$ cat config.mk
export PLATFORM = sky130hd
export DESIGN_NAME = frame_dmac_restore
export DESIGN_NICKNAME = d
export VERILOG_FILES = /design/src/rtl/frame_dmac_restore_pkg.sv /design/src/rtl/frame_dmac_restore_desc_fifo.sv /design/src/rtl/frame_dmac_restore.sv
export SDC_FILE = /design/constraint.sdc
export NUM_CORES = 1
export LEC_CHECK = 0
export BUFFER_PORTS_ARGS = -buffer_cell sky130_fd_sc_hd__buf_2
export CORE_UTILIZATION = 55
export DETAILED_ROUTE_END_ITERATION = 8
export HOLD_SLACK_MARGIN = 0.03
export PLACE_DENSITY = 0.8
export RECOVER_POWER = 25
export SLEW_MARGIN = 30
export SYNTH_ARGS = -nofsm -noshare
export SYNTH_HDL_FRONTEND = slang
export SYNTH_SLANG_ARGS = --single-unit
$ cat constraint.sdc
create_clock -name i_clk -period 3.85 [get_ports i_clk]
set_input_delay 0 -clock i_clk [delete_from_list [all_inputs] [get_ports i_clk]]
set_output_delay 0 -clock i_clk [all_outputs]
set_load 0.05 [all_outputs]
$ cat src/rtl/frame_dmac_restore_pkg.sv
// Shared definitions for the host-transmit DMAC restore stage.
// Packet word layout: [133] head, [132] tail, [131:128] valid bytes - 1, [127:0] data with byte 0
// in the MSBs. The TSN tag (bytes 0..5) that carries the DMAC occupies data[127:80].
package frame_dmac_restore_pkg;

  localparam int unsigned PKT_W    = 134;
  localparam int unsigned HEAD_BIT = 133;
  localparam int unsigned TAIL_BIT = 132;
  localparam int unsigned DMAC_MSB = 127;
  localparam int unsigned DMAC_LSB = 80;
  localparam int unsigned DMAC_W   = DMAC_MSB - DMAC_LSB + 1;

  typedef enum logic [1:0] {
    IDLE_S    = 2'd0,
    READ_S    = 2'd1,
    DRAIN_S   = 2'd2,
    RELEASE_S = 2'd3
  } state_e;

  // Overwrite the DMAC field of a head word, leaving every other bit untouched.
  function automatic logic [PKT_W-1:0] put_dmac(input logic [PKT_W-1:0] word,
                                                input logic [DMAC_W-1:0] dmac);
    logic [PKT_W-1:0] res;
    res = word;
    res[DMAC_MSB:DMAC_LSB] = dmac;
    return res;
  endfunction

endpackage

$ cat src/rtl/frame_dmac_restore_desc_fifo.sv
// Synchronous descriptor FIFO with a registered occupancy count.
// Ports:
//   i_clk, i_rst_n   clock, asynchronous active-low reset
//   i_push, iv_wdata write strobe and data (ignored while full)
//   i_pop            read strobe (ignored while empty); ov_rdata shows the head entry
//   o_full, o_empty  occupancy flags derived from the registered count
module frame_dmac_restore_desc_fifo
  import frame_dmac_restore_pkg::*;
#(
  parameter int unsigned DEPTH = 4,
  parameter int unsigned WIDTH = 59
) (
  input  logic             i_clk,
  input  logic             i_rst_n,
  input  logic             i_push,
  input  logic [WIDTH-1:0] iv_wdata,
  input  logic             i_pop,
  output logic [WIDTH-1:0] ov_rdata,
  output logic             o_full,
  output logic             o_empty
);

  localparam int unsigned AW = (DEPTH > 1) ? $clog2(DEPTH) : 1;
  localparam logic [AW:0] FULL_CNT = (AW + 1)'(DEPTH);

  logic [WIDTH-1:0] r_mem [DEPTH];
  logic [AW-1:0]    r_wptr;
  logic [AW-1:0]    r_rptr;
  logic [AW:0]      r_count;
  logic             w_push;
  logic             w_pop;

  assign o_full   = (r_count == FULL_CNT);
  assign o_empty  = (r_count == '0);
  assign w_push   = i_push && !o_full;
  assign w_pop    = i_pop && !o_empty;
  assign ov_rdata = r_mem[r_rptr];

  // Storage carries no reset; only pointers and count define validity.
  always_ff @(posedge i_clk) begin
    if (w_push) begin
      r_mem[r_wptr] <= iv_wdata;
    end
  end

  always_ff @(posedge i_clk or negedge i_rst_n) begin
    if (!i_rst_n) begin
      r_wptr  <= '0;
      r_rptr  <= '0;
      r_count <= '0;
    end else begin
      if (w_push) begin
        r_wptr <= r_wptr + 1'b1;
      end
      if (w_pop) begin
        r_rptr <= r_rptr + 1'b1;
      end
      if (w_push && !w_pop) begin
        r_count <= r_count + 1'b1;
      end else if (w_pop && !w_push) begin
        r_count <= r_count - 1'b1;
      end
    end
  end

endmodule

$ cat src/rtl/frame_dmac_restore.sv
// Downstream stage of the inverse-mapping lookup: queues result descriptors, reads each frame
// from the packet buffer, restores the DMAC in the head word when requested, streams matched
// frames to the host port and returns every processed bufid to the buffer manager once.
// Ports:
//   i_clk, i_rst_n                     clock, asynchronous active-low reset
//   iv_dmac, iv_bufid,                 descriptor fields
//   i_dmac_replace_flag, i_match_flag
//   i_descriptor_wr/o_descriptor_ready descriptor handshake
//   o_pkt_rd, ov_pkt_raddr             packet-RAM read, address {bufid, word index}
//   iv_pkt_rdata                       packet-RAM data, valid RD_LAT cycles after o_pkt_rd
//   ov_data, o_data_wr                 output frame words
//   ov_bufid_release, o_bufid_release_wr  buffer release pulse
//   o_frame_err                        pulse when no tail is found within the buffer
module frame_dmac_restore
  import frame_dmac_restore_pkg::*;
#(
  parameter int unsigned DESC_DEPTH = 4,
  parameter int unsigned RD_LAT     = 2,
  parameter int unsigned BUFID_W    = 9,
  parameter int unsigned WIDX_W     = 7
) (
  input  logic                      i_clk,
  input  logic                      i_rst_n,
  input  logic [DMAC_W-1:0]         iv_dmac,
  input  logic [BUFID_W-1:0]        iv_bufid,
  input  logic                      i_dmac_replace_flag,
  input  logic                      i_match_flag,
  input  logic                      i_descriptor_wr,
  output logic                      o_descriptor_ready,
  output logic                      o_pkt_rd,
  output logic [BUFID_W+WIDX_W-1:0] ov_pkt_raddr,
  input  logic [PKT_W-1:0]          iv_pkt_rdata,
  output logic [PKT_W-1:0]          ov_data,
  output logic                      o_data_wr,
  output logic [BUFID_W-1:0]        ov_bufid_release,
  output logic                      o_bufid_release_wr,
  output logic                      o_frame_err
);

  localparam int unsigned DESC_W = 2 + BUFID_W + DMAC_W;

  state_e              r_state;
  logic                r_ready_en;
  logic                r_replace;
  logic                r_match;
  logic [BUFID_W-1:0]  r_bufid;
  logic [DMAC_W-1:0]   r_dmac;
  logic [WIDX_W-1:0]   r_widx;
  logic [WIDX_W-1:0]   r_ridx;
  logic                r_seen_head;
  logic                r_pkt_rd;
  logic [RD_LAT-1:0]   r_vld_sr;
  logic [PKT_W-1:0]    r_data;
  logic                r_data_wr;
  logic [BUFID_W-1:0]  r_rel_bufid;
  logic                r_rel_wr;
  logic                r_frame_err;

  logic [DESC_W-1:0]   w_desc_wdata;
  logic [DESC_W-1:0]   w_desc_rdata;
  logic                w_full;
  logic                w_empty;
  logic                w_pop;
  logic [RD_LAT:0]     w_vld_shift;
  logic                w_rvalid;
  logic                w_is_head;
  logic                w_is_tail;
  logic                w_last_ret;
  logic                w_fwd;
  logic [PKT_W-1:0]    w_out_word;

  assign w_desc_wdata       = {i_dmac_replace_flag, i_match_flag, iv_bufid, iv_dmac};
  // Ready is held low until the first clock after reset is released.
  assign o_descriptor_ready = r_ready_en && !w_full;
  assign w_pop              = (r_state == IDLE_S) && !w_empty;

  frame_dmac_restore_desc_fifo #(
    .DEPTH (DESC_DEPTH),
    .WIDTH (DESC_W)
  ) u_desc_fifo (
    .i_clk    (i_clk),
    .i_rst_n  (i_rst_n),
    .i_push   (i_descriptor_wr && o_descriptor_ready),
    .iv_wdata (w_desc_wdata),
    .i_pop    (w_pop),
    .ov_rdata (w_desc_rdata),
    .o_full   (w_full),
    .o_empty  (w_empty)
  );

  // Each issued read is tagged so that its data can be recognised RD_LAT cycles later.
  assign w_vld_shift = {r_vld_sr, r_pkt_rd};
  // Returns outside READ_S belong to reads issued past the tail and are discarded.
  assign w_rvalid    = r_vld_sr[RD_LAT-1] && (r_state == READ_S);
  assign w_is_head   = iv_pkt_rdata[HEAD_BIT];
  assign w_is_tail   = iv_pkt_rdata[TAIL_BIT];
  assign w_last_ret  = (r_ridx == {WIDX_W{1'b1}});
  assign w_fwd       = w_rvalid && r_match && (w_is_head || r_seen_head);

  always_comb begin
    w_out_word = iv_pkt_rdata;
    if (w_is_head && r_replace) begin
      w_out_word = put_dmac(iv_pkt_rdata, r_dmac);
    end
    // Last word of the buffer closes the frame even if the tail bit was missing.
    if (w_last_ret) begin
      w_out_word[TAIL_BIT] = 1'b1;
    end
  end

  always_ff @(posedge i_clk or negedge i_rst_n) begin
    if (!i_rst_n) begin
      r_state     <= IDLE_S;
      r_ready_en  <= 1'b0;
      r_replace   <= 1'b0;
      r_match     <= 1'b0;
      r_bufid     <= '0;
      r_dmac      <= '0;
      r_widx      <= '0;
      r_ridx      <= '0;
      r_seen_head <= 1'b0;
      r_pkt_rd    <= 1'b0;
      r_vld_sr    <= '0;
      r_data      <= '0;
      r_data_wr   <= 1'b0;
      r_rel_bufid <= '0;
      r_rel_wr    <= 1'b0;
      r_frame_err <= 1'b0;
    end else begin
      r_ready_en  <= 1'b1;
      r_vld_sr    <= w_vld_shift[RD_LAT-1:0];
      r_data_wr   <= 1'b0;
      r_rel_wr    <= 1'b0;
      r_frame_err <= 1'b0;
      if (w_fwd) begin
        r_data    <= w_out_word;
        r_data_wr <= 1'b1;
      end
      unique case (r_state)
        IDLE_S: begin
          if (!w_empty) begin
            {r_replace, r_match, r_bufid, r_dmac} <= w_desc_rdata;
            r_widx      <= '0;
            r_ridx      <= '0;
            r_seen_head <= 1'b0;
            r_pkt_rd    <= 1'b1;
            r_state     <= READ_S;
          end
        end
        READ_S: begin
          if (r_pkt_rd) begin
            if (r_widx == {WIDX_W{1'b1}}) begin
              r_pkt_rd <= 1'b0;
            end else begin
              r_widx <= r_widx + 1'b1;
            end
          end
          if (w_rvalid) begin
            r_ridx <= r_ridx + 1'b1;
            if (w_is_head) begin
              r_seen_head <= 1'b1;
            end
            if (w_is_tail || w_last_ret) begin
              r_pkt_rd    <= 1'b0;
              r_frame_err <= !w_is_tail;
              r_state     <= DRAIN_S;
            end
          end
        end
        DRAIN_S: begin
          if (r_vld_sr == '0) begin
            r_state <= RELEASE_S;
          end
        end
        RELEASE_S: begin
          r_rel_bufid <= r_bufid;
          r_rel_wr    <= 1'b1;
          r_state     <= IDLE_S;
        end
        default: r_state <= IDLE_S;
      endcase
    end
  end

  assign o_pkt_rd           = r_pkt_rd;
  assign ov_pkt_raddr       = {r_bufid, r_widx};
  assign ov_data            = r_data;
  assign o_data_wr          = r_data_wr;
  assign ov_bufid_release   = r_rel_bufid;
  assign o_bufid_release_wr = r_rel_wr;
  assign o_frame_err        = r_frame_err;

endmodule

==> key figures, run 1 <==
Setup path
  – R2R Path Start: u_desc_fifo.r_count[0]
  – Critical path's largest stage delay: approximately 540 ps
  – Slowest CP cell: a21boi_0
  – Flop-to-flop setup slack: 1140 ps
  – Reg2reg path depth: 9
  – Crit path DAT: ~3200 ps
  – Crit path max-delay family: adder cells
  – Critical Path RT: around 4300 ps
  – Worst setup EP type: register
  – Critical-path maximum fanout: 7
  – Crit path buffers/inverters: 1
  – Reg-to-Reg End: u_desc_fifo.r_count[2]
  – Number of cells on the critical path: 9
  – CP cell instances: nor2_1, a21boi_0, and2_0, ha_1, inv_1, fa_1, xor2_1, nor2_1, xor2_1
  – Crit start category: register
  – Setup CP Type: register to register

Yosys
  – Yosys warns: 0
  – Syn_area_per_cell: around 14 um2
  – Number of synthesized flops with an enable pin: 236
  – Cells after Synth: 1308
  – Syn nets: 1516
  – Yosys top cell area share: 0.393
  – Seq cells post-synth: 469
  – Distinct cells, synth: 47
  – Register area share after synthesis: 0.717
  – Synth Flop Type: edfxtp_1
  – Cell Area, Synth: 18000 um2
  – Top-count cell post-synth: nand2_1
  – Leading area contributor after synthesis: edfxtp_1
  – Top cells by area, synth: edfxtp_1 (39%), dfrtp_1 (32%), nand2_1 (10%)
  – Top cells by count, synth: nand2_1 (492), edfxtp_1 (236), dfrtp_1 (233)
  – Ys async rst share: 0.497

Placed design
  – Post-detail-place hpwl: 26.0 mm
  – RePlAce Congestion: 0.833
  – Port bufs: roughly 360

Clock tree
  – CTS tree: yes
  – Clock root cell: clkbuf_16
  – Clock Path Buffers: 3
  – Reg clk slew, reported paths: roughly 60 ps
  – Clock latency on the worst-skew pair: 550 ps
  – Number of buffers created by CTS: 46
  – # H-tree levels: 2
  – CTS Sinks: 469
  – Setup bufs post-CTS: 0

Final layout
  – Share of layout cells above drive strength 1: 0.247
  – Area grow syn2layout: 31.6%
  – Final nets: 2066
  – Core Util, Final: 0.744

Drt
  – Vias/cell: 5.48
  – Antenna Nets Post-Route: 0
  – DRC: 0
  – Vias: 12779
  – Number of DRC markers in iteration 0: 834
  – WL per Instance: 20.8 um
  – Routed wire length: 48.6 mm
  – TritonRoute pass-1 iters: 7

STA
  – Fin. Hold Viols: 0
  – Fin crit period: 2710 ps
  – Worst Skew: 18.7 ps
  – Worst Tran Pin Value: 978 ps
  – Setup TNS: 0 ps
  – RSZ-0062 raised after global routing: false
  – Final Cycle Share: 0.704
  – Fmax: 369 MHz
  – Slew headroom: 0.348
  – Finish-stage setup viols: 0
  – Final-report max-slew violation count: 0

Power and ir drop
  – Max VDD drop: 0.632 mV
  – Power per cell area: 825 nW/um2
  – Leak: 10.7 nW

Floorplan
  – Die area: roughly 34000 um2
  – Die Width: about 180 um
  – I/O pin count: 360
  – CORE AREA: 31900 um2
  – Chip height: around 180 um
  – Initial Utilization: 0.565
  – Row cnt: between 60 and 70

Flow run
  – Max Cap Viol: 0

GRT
  – Vias in the first global route: 13430
  – Initial antenna violation count: 7
  – Maximum number of pins on one net before global-route repair: ~120
  – First-pass GRT wire length: roughly 74 mm
  – Grt ovf: 0
  – Total Routing Usage GR: 0.292

Worst hold path
  – Worst hold path startpoint: iv_pkt_rdata[53]
  – Hold WC Path Type: input port to register
  – Hold path depth: 4
  – WHS Endpoint: ov_data[53]

Run status
  – Status: finished clean
## how the worst max path moves through the flow
stage	start	end	slack, ps
finish	u_desc_fifo.r_count[0]	u_desc_fifo.r_count[2]	1140
detailed placement	u_desc_fifo.r_count[0]	u_desc_fifo.r_count[2]	1200
global placement	u_desc_fifo.r_count[0]	u_desc_fifo.r_count[2]	1370
global route	r_state[1]	ov_data[82]	940
floorplan	u_desc_fifo.r_count[0]	u_desc_fifo.r_count[2]	540
CTS	u_desc_fifo.r_count[0]	u_desc_fifo.r_count[2]	1180
## metal layers
metal	routed length, um	GRT usage	part of all wire	vias up
li1	-	-	-	5664
met5	22	0	0.00045	-
met1	18400	0.358	0.38	6269
met4	2460	0.142	0.051	4
met2	24100	0.495	0.49	657
met3	3660	0.0631	0.075	185
## stage by stage
| stage | cells | power (W) | area, um2 | setup WS [ps] | hold slack (ps) |
|---|---|---|---|---|---|
| 3_5_place_dp | 2048 | 0.0147 | 20300 | 1200 | 138 |
| 2_1_floorplan | 1308 | 0.0127 | 18000 | 537 | -296 |
| 6_report | 2334 | 0.0196 | 23700 | 1140 | 189 |
| 4_1_cts | 2327 | 0.0194 | 23700 | 1180 | 164 |
| 5_1_grt | 2334 | 0.0205 | 23700 | 944 | 189 |
| 3_3_place_gp | 2048 | 0.0145 | 20300 | 1370 | 140 |
## cells by family (layout without fill, tap and decap cells)
group	Yosys count	count (layout)	share of synthesized area
AND/OR/NAND/NOR	542	542	0.119
flip-flops	469	469	0.717
multiplexers	122	122	0.110
AO/OA/AOI/OAI	78	78	0.0244
buffers and inverters	75	661	0.0175
adder cells (fa/ha/maj)	12	12	0.00875
XOR/XNOR	9	9	0.00437
other	1	6	0.000208
## registers in the layout (all words and copies together), names as in the netlist, 2 cells and up
| name | flops |
|---|---|
| r_state | 2 |
| r_vld_sr | 2 |
| u_desc_fifo.r_mem | 236 |
| u_desc_fifo.r_wptr | 2 |
| ov_data | 134 |
| u_desc_fifo.r_count | 3 |
| r_bufid | 9 |
| r_widx | 7 |
| r_ridx | 7 |
| ov_bufid_release | 9 |
| r_dmac | 48 |
| u_desc_fifo.r_rptr | 2 |
## final cells by class
cell class	count	area, um2
fillers	1947	8170
repair buffers	568	3820
well taps	435	544
clock inverters	26	305
multi-input cells	764	4850
diodes	5	12.5
inverters	9	36.3
flip-flops and latches	469	12900
clock buffers	58	1220
## tightest hold or removal path, stage by stage
cell and delay, ps:
dlygate4sd3_1 520, buf_2 90, nand2_1 40, nand2_1 40
## cells in the final DEF, fill, tap and decap left out, types with 3 or more instances in the layout
master	instances
nand2_1	491
buf_2	299
edfxtp_1	236
dfrtp_1	231
dlygate4sd3_1	196
clkbuf_1	69
mux4_2	59
o21ai_0	57
mux2i_1	50
clkbuf_16	46
mux2_2	13
nand3_1	12
ha_1	11
buf_4	11
nor2_1	10
clkinv_2	8
inv_1	7
clkinv_1	7
xnor2_1	6
bufinv_16	6
diode_2	5
and3_4	4
or4_1	4
a21oi_1	4
and3_1	3
xor2_1	3
clkinvlp_4	3
## timing repair
item                                    CTS  global route
hold buffers                            195             1
endpoints found under the setup margin    0             0
endpoints found under the hold margin   489             8
resized for setup                         0             0
## power breakdown
part / internal, W / total (W) / leakage (nW) / switching (W)
sequential: 0.00665 / 0.00760 / 5.07 / 0.000950
clock: 0.00265 / 0.00456 / 0.737 / 0.00190
combinational: 0.00218 / 0.00741 / 4.87 / 0.00523
Power figures use the tool's default switching activity.
==> inputs of run 2 (changes only) <==
==> constraint.sdc (replaced) <==
create_clock -name i_clk -period 2.64 [get_ports i_clk]
set_input_delay 0 -clock i_clk [delete_from_list [all_inputs] [get_ports i_clk]]
set_output_delay 0 -clock i_clk [all_outputs]
set_load 0.05 [all_outputs]
==> key figures, run 2 (same netlist as run 1, synthesis figures left out) <==
Drt
  – TritonRoute pass-1 iters: 5
  – WL per Instance: just over 20 um
  – Vias: 12831
  – Vias/cell: 5.47
  – Routed wire length: 48.5 mm
  – DRC: 0
  – Number of DRC markers in iteration 0: 943
  – Antenna Nets Post-Route: 0

GRT
  – Grt ovf: 0
  – Initial antenna violation count: 5
  – Maximum number of pins on one net before global-route repair: between 80 and 90
  – Vias in the first global route: 13600
  – First-pass GRT wire length: between 70 and 80 mm
  – Total Routing Usage GR: 0.293

Placed design
  – Post-detail-place hpwl: roughly 27 mm
  – Dpl cells: 2058
  – Port bufs: 359
  – RePlAce Congestion: 0.830

Setup path
  – R2R Path Start: r_state[1]
  – Critical-path maximum fanout: 16
  – Setup crit start: r_state[1]
  – Reg2reg path depth: 6
  – Worst setup EP type: register
  – Crit path DAT: 2760 ps
  – Crit start category: register
  – Critical Path RT: 3110 ps
  – Flop-to-flop setup slack: 340 ps
  – Setup CP Type: register to register

Final layout
  – Reg with most FFs: u_desc_fifo.r_mem
  – Area grow syn2layout: 32.7%
  – Commonest cells after routing, fill and taps aside: nand2_1 (491), buf_2 (299), edfxtp_1 (236), dfrtp_1 (231), dlygate4sd3_1 (195)
  – Post-Layout Cell Count: 2345
  – Largest register FFs: about 240
  – Fill cell count: 1913
  – Share of layout cells above drive strength 1: 0.256
  – Final nets: 2075
  – Commonest non-fill, non-tap cell in the layout: nand2_1

Floorplan
  – Initial Utilization: 0.565
  – Row cnt: 65
  – I/O pin count: 360
  – Chip height: 183 um
  – CORE AREA: roughly 32000 um2
  – Die area: 33500 um2
  – Die Width: 183 um

STA
  – Final-report max-slew violation count: 84
  – Fin. Hold Viols: 0
  – Fmax: ~440 MHz
  – Fin crit period: ~2300 ps
  – Finish-stage setup viols: 0
  – Worst Tran Pin Value: between 2000 and 2500 ps
  – Worst Skew: 44.5 ps
  – RSZ-0062 raised after global routing: false
  – Setup TNS: 0 ps
  – Slew headroom: -0.530
  – Final Cycle Share: 0.870
  – Worst hold slack: 190 ps

Clock tree
  – # H-tree levels: 2
  – CTS Sinks: 469
  – Clock root cell: clkbuf_16
  – Clock Path Buffers: 3
  – Number of buffers created by CTS: 47
  – Clock latency on the worst-skew pair: 580 ps
  – CTS tree: yes
  – Reg clk slew, reported paths: 60 ps
  – Setup bufs post-CTS: 0

Worst hold path
  – Hold path depth: 4
  – Worst hold path startpoint: iv_pkt_rdata[27]
  – Hold WC Path Type: input port to register

Power and ir drop
  – Leak: approximately 11 nW
  – Power per cell area: 1210 nW/um2
  – Max VDD drop: 0.868 mV

Run status
  – Status: complete, but fails checks
  – Failing checks: capacitance limit, slew limit

Flow run
  – Max Cap Viol: 1
run 2: path summary, 6_finish.rpt:
path | to
max | r_widx[5]
min | ov_data[27]
max reg2reg | r_widx[5]
min reg2reg | r_vld_sr[1]
max in group asynchronous | ov_data[103]
min in group asynchronous | ov_data[29]
run 2: cell type report:
class	count	area [um2]	share of cell area
Multi-Input combinational cell	764	4830	0.202
Sequential cell	469	12900	0.540
Inverter	9	36.3	0.00152
Antenna cell	4	10.0	0.000418
Tap cell	435	544	0.0227
Clock buffer	62	1290	0.0540
Timing Repair Buffer	576	3950	0.165
Clock inverter	26	339	0.0142
run 2: report_power, final:
group / leakage, nW / internal (W) / total [W] / switching [W]
Combinational: 4.94 / 0.00328 / 0.0109 / 0.00764
Clock: 0.799 / 0.00410 / 0.00698 / 0.00288
Sequential: 5.07 / 0.00969 / 0.0110 / 0.00135
Total: 10.8 / 0.0171 / 0.0289 / 0.0119
run 2: worst max-delay path, stage by stage (launching register included):
cell	delay (ps)
dfrtp_1	410
inv_1	90
ha_1	530
nor2_1	180
or4_1	540
or3_1	310
a21oi_1	160
run 2: layer usage:
metal	up-vias	global-route usage	part of all wire
li1	5681	-	-
met1	6336	0.359	0.38
met2	674	0.503	0.50
met3	138	0.0532	0.071
met4	2	0.145	0.047
met5	-	0	0.00031
run 2: what timing repair did:
item	CTS	global route
hold buffers	195	0
endpoints found under the hold margin	559	0
resized for setup	0	0
run 2: per-stage QoR:
| step | power, W | util | worst slack, ps | cell area (um2) |
|---|---|---|---|---|
| floorplan | 0.0186 | - | 123 | 18000 |
| global route | 0.0302 | 0.751 | 149 | 23900 |
| finish | 0.0289 | 0.751 | 345 | 23900 |
| detailed placement | 0.0215 | 0.640 | 351 | 20400 |
| CTS | 0.0288 | 0.753 | 333 | 24000 |
| global placement | 0.0212 | 0.640 | 429 | 20400 |
==> inputs of run 3 (changes only) <==
--- a/config.mk
+++ b/config.mk
@@ -6,10 +6,10 @@
 export NUM_CORES = 1
 export LEC_CHECK = 0
 export BUFFER_PORTS_ARGS = -buffer_cell sky130_fd_sc_hd__buf_2
-export CORE_UTILIZATION = 55
+export CORE_UTILIZATION = 50
 export DETAILED_ROUTE_END_ITERATION = 8
 export HOLD_SLACK_MARGIN = 0.03
-export PLACE_DENSITY = 0.8
+export PLACE_DENSITY = 0.76
 export RECOVER_POWER = 25
 export SLEW_MARGIN = 30
 export SYNTH_ARGS = -nofsm -noshare
==> constraint.sdc (replaced) <==
create_clock -name i_clk -period 2 [get_ports i_clk]
set_input_delay 0 -clock i_clk [delete_from_list [all_inputs] [get_ports i_clk]]
set_output_delay 0 -clock i_clk [all_outputs]
set_load 0.05 [all_outputs]
==> key figures, run 3 (same netlist as run 1, synthesis figures left out) <==
STA
  – Finish-stage setup viols: 0
  – Worst Slack Setup Final: between 70 and 80 ps
  – Fin. Hold Viols: 0
  – Slew headroom: 0.365
  – Final-report max-slew violation count: 0
  – RSZ-0062 raised after global routing: true
  – Worst Tran Pin Value: roughly 950 ps
  – Setup TNS: 0 ps
  – Fmax: 518 MHz
  – Fin crit period: 1930 ps
  – Final Cycle Share: 0.965
  – Worst Skew: 23.4 ps

Final layout
  – Post-Layout Cell Count: 2400
  – Share of layout cells above drive strength 1: 0.272
  – Fill cell count: 2300
  – Reg with most FFs: u_desc_fifo.r_mem
  – Final nets: 2104
  – Largest register FFs: 236
  – Area grow syn2layout: 35.6%
  – Commonest cells after routing, fill and taps aside: nand2_1 (491), buf_2 (299), edfxtp_1 (236), dfrtp_1 (228), dlygate4sd3_1 (196)
  – Commonest non-fill, non-tap cell in the layout: nand2_1

GRT
  – Initial antenna violation count: 5
  – Grt ovf: 0
  – Maximum number of pins on one net before global-route repair: 63
  – Total Routing Usage GR: 0.247
  – Vias in the first global route: 12982
  – First-pass GRT wire length: 68.9 mm

Power and ir drop
  – Seq pwr share: 0.376
  – Max VDD drop: 1.23 mV
  – Clock network power share: 0.237
  – Comb power frac: 0.387
  – Total Power: 0.0385 W
  – Power Internal: 0.0230 W
  – Leak: 11.0 nW
  – Power per cell area: 1570 nW/um2
  – Sw Share: 0.402
  – Sw power: 0.0155 W

Drt
  – Vias: 12638
  – TritonRoute pass-1 iters: 5
  – DRC: 0
  – Number of DRC markers in iteration 0: ~730
  – Antenna Nets Post-Route: 0
  – Vias/cell: between 5 and 6
  – WL per Instance: 19.0 um
  – Routed wire length: about 46 mm

Floorplan
  – Die Width: 192 um
  – CORE AREA: around 35000 um2
  – Die area: 36800 um2
  – I/O pin count: 360
  – Row cnt: 69
  – Initial Utilization: 0.508
  – Chip height: 192 um

Placed design
  – RePlAce Congestion: around 0.84
  – Place WS: -2.27 ps
  – Port bufs: 359
  – Post-detail-place hpwl: ~28 mm
  – Dpl cells: 2106

Clock tree
  – Clock root cell: clkbuf_16
  – Clock latency on the worst-skew pair: between 500 and 600 ps
  – Number of buffers created by CTS: 48
  – CTS tree: yes
  – Reg clk slew, reported paths: 60 ps
  – CTS Sinks: 469
  – # H-tree levels: 2
  – Clock Path Buffers: 3

Flow run
  – Max Cap Viol: 0

Setup path
  – Critical-path maximum fanout: 6
  – Crit path DAT: between 2000 and 2500 ps
  – Critical Path RT: 2490 ps
  – Crit start category: register
  – Worst setup EP type: register
  – Setup CP Type: register to register

Run status
  – Status: finished clean

Worst hold path
  – Hold WC Path Type: input port to register
run 3: cell types whose count changed in the layout (fill, tap and decap cells not counted), sizes merged:
cell and delta:
buf +26, bufinv -2, clkbuf +10, clkinv -4, dlygate4sd3 +1, inv -3, o2111ai +1
run 3: worst max-delay path: stages, from the launching register on:
cell     delay (ps)
dfrtp_2         460
o31a_4          370
inv_4            70
ha_4            130
inv_2            40
fa_2            370
xor2_1          150
nor2_1          120
xor2_1          150
run 3: power groups by stage:
stage	Clock, W	Combinational [W]	Sequential (W)
after floorplan	0	0.00577	0.0188
after global placement	0	0.0141	0.0144
after detailed placement	0	0.0144	0.0145
after CTS	0.00925	0.0148	0.0144
after global routing	0.00965	0.0160	0.0147
final	0.00910	0.0149	0.0145
run 3: final cells by class:
| type | count | area, um2 | area share |
|---|---|---|---|
| inverter | 9 | 38.8 | 0.00159 |
| antenna | 4 | 10.0 | 0.000409 |
| clock buffer | 72 | 1420 | 0.0581 |
| clock inverter | 17 | 211 | 0.00865 |
| sequential | 469 | 12900 | 0.529 |
| timing repair buffer | 603 | 4340 | 0.178 |
| tap | 461 | 577 | 0.0236 |
| multi-input combinational | 765 | 4920 | 0.201 |
run 3: path summary, 6_finish.rpt:
kind,from,endpoint,slack (ps),depth (start not counted)
max,u_desc_fifo.r_count[0],u_desc_fifo.r_count[2],70,8
min reg2reg,r_vld_sr[0],r_vld_sr[1],390,0
min,iv_pkt_rdata[43],ov_data[43],170,4
max in group asynchronous,i_rst_n,r_dmac[16],400,5
max reg2reg,u_desc_fifo.r_count[0],u_desc_fifo.r_count[2],70,8
min in group asynchronous,i_rst_n,ov_data[48],670,3
run 3: timing repair:
item | 4_1_cts | 5_1_grt
pin swaps | 0 | 2
hold endpoints to repair | 598 | 0
hold buffers | 196 | 0
buffers inserted | 0 | 4
gates cloned | 0 | 1
endpoints found under the setup margin | 8 | 110
gates resized for setup | 1 | 11
run 3: layer usage:
metal | global-route usage | share of wire | wire [um]
met5 | 0 | 0.00028 | 13
met4 | 0.106 | 0.038 | 1710
met3 | 0.0495 | 0.070 | 3180
met2 | 0.425 | 0.50 | 22700
met1 | 0.302 | 0.40 | 18000
run 3: per-stage QoR:
step / hold WS [ps] / instance area, um2 / util
4_1_cts: 137 / 24400 / 0.689
6_report: 169 / 24500 / 0.689
3_5_place_dp: -7.63 / 20800 / 0.587
2_1_floorplan: -296 / 18100 / -
3_3_place_gp: -13.1 / 20800 / 0.587
5_1_grt: 169 / 24500 / 0.689
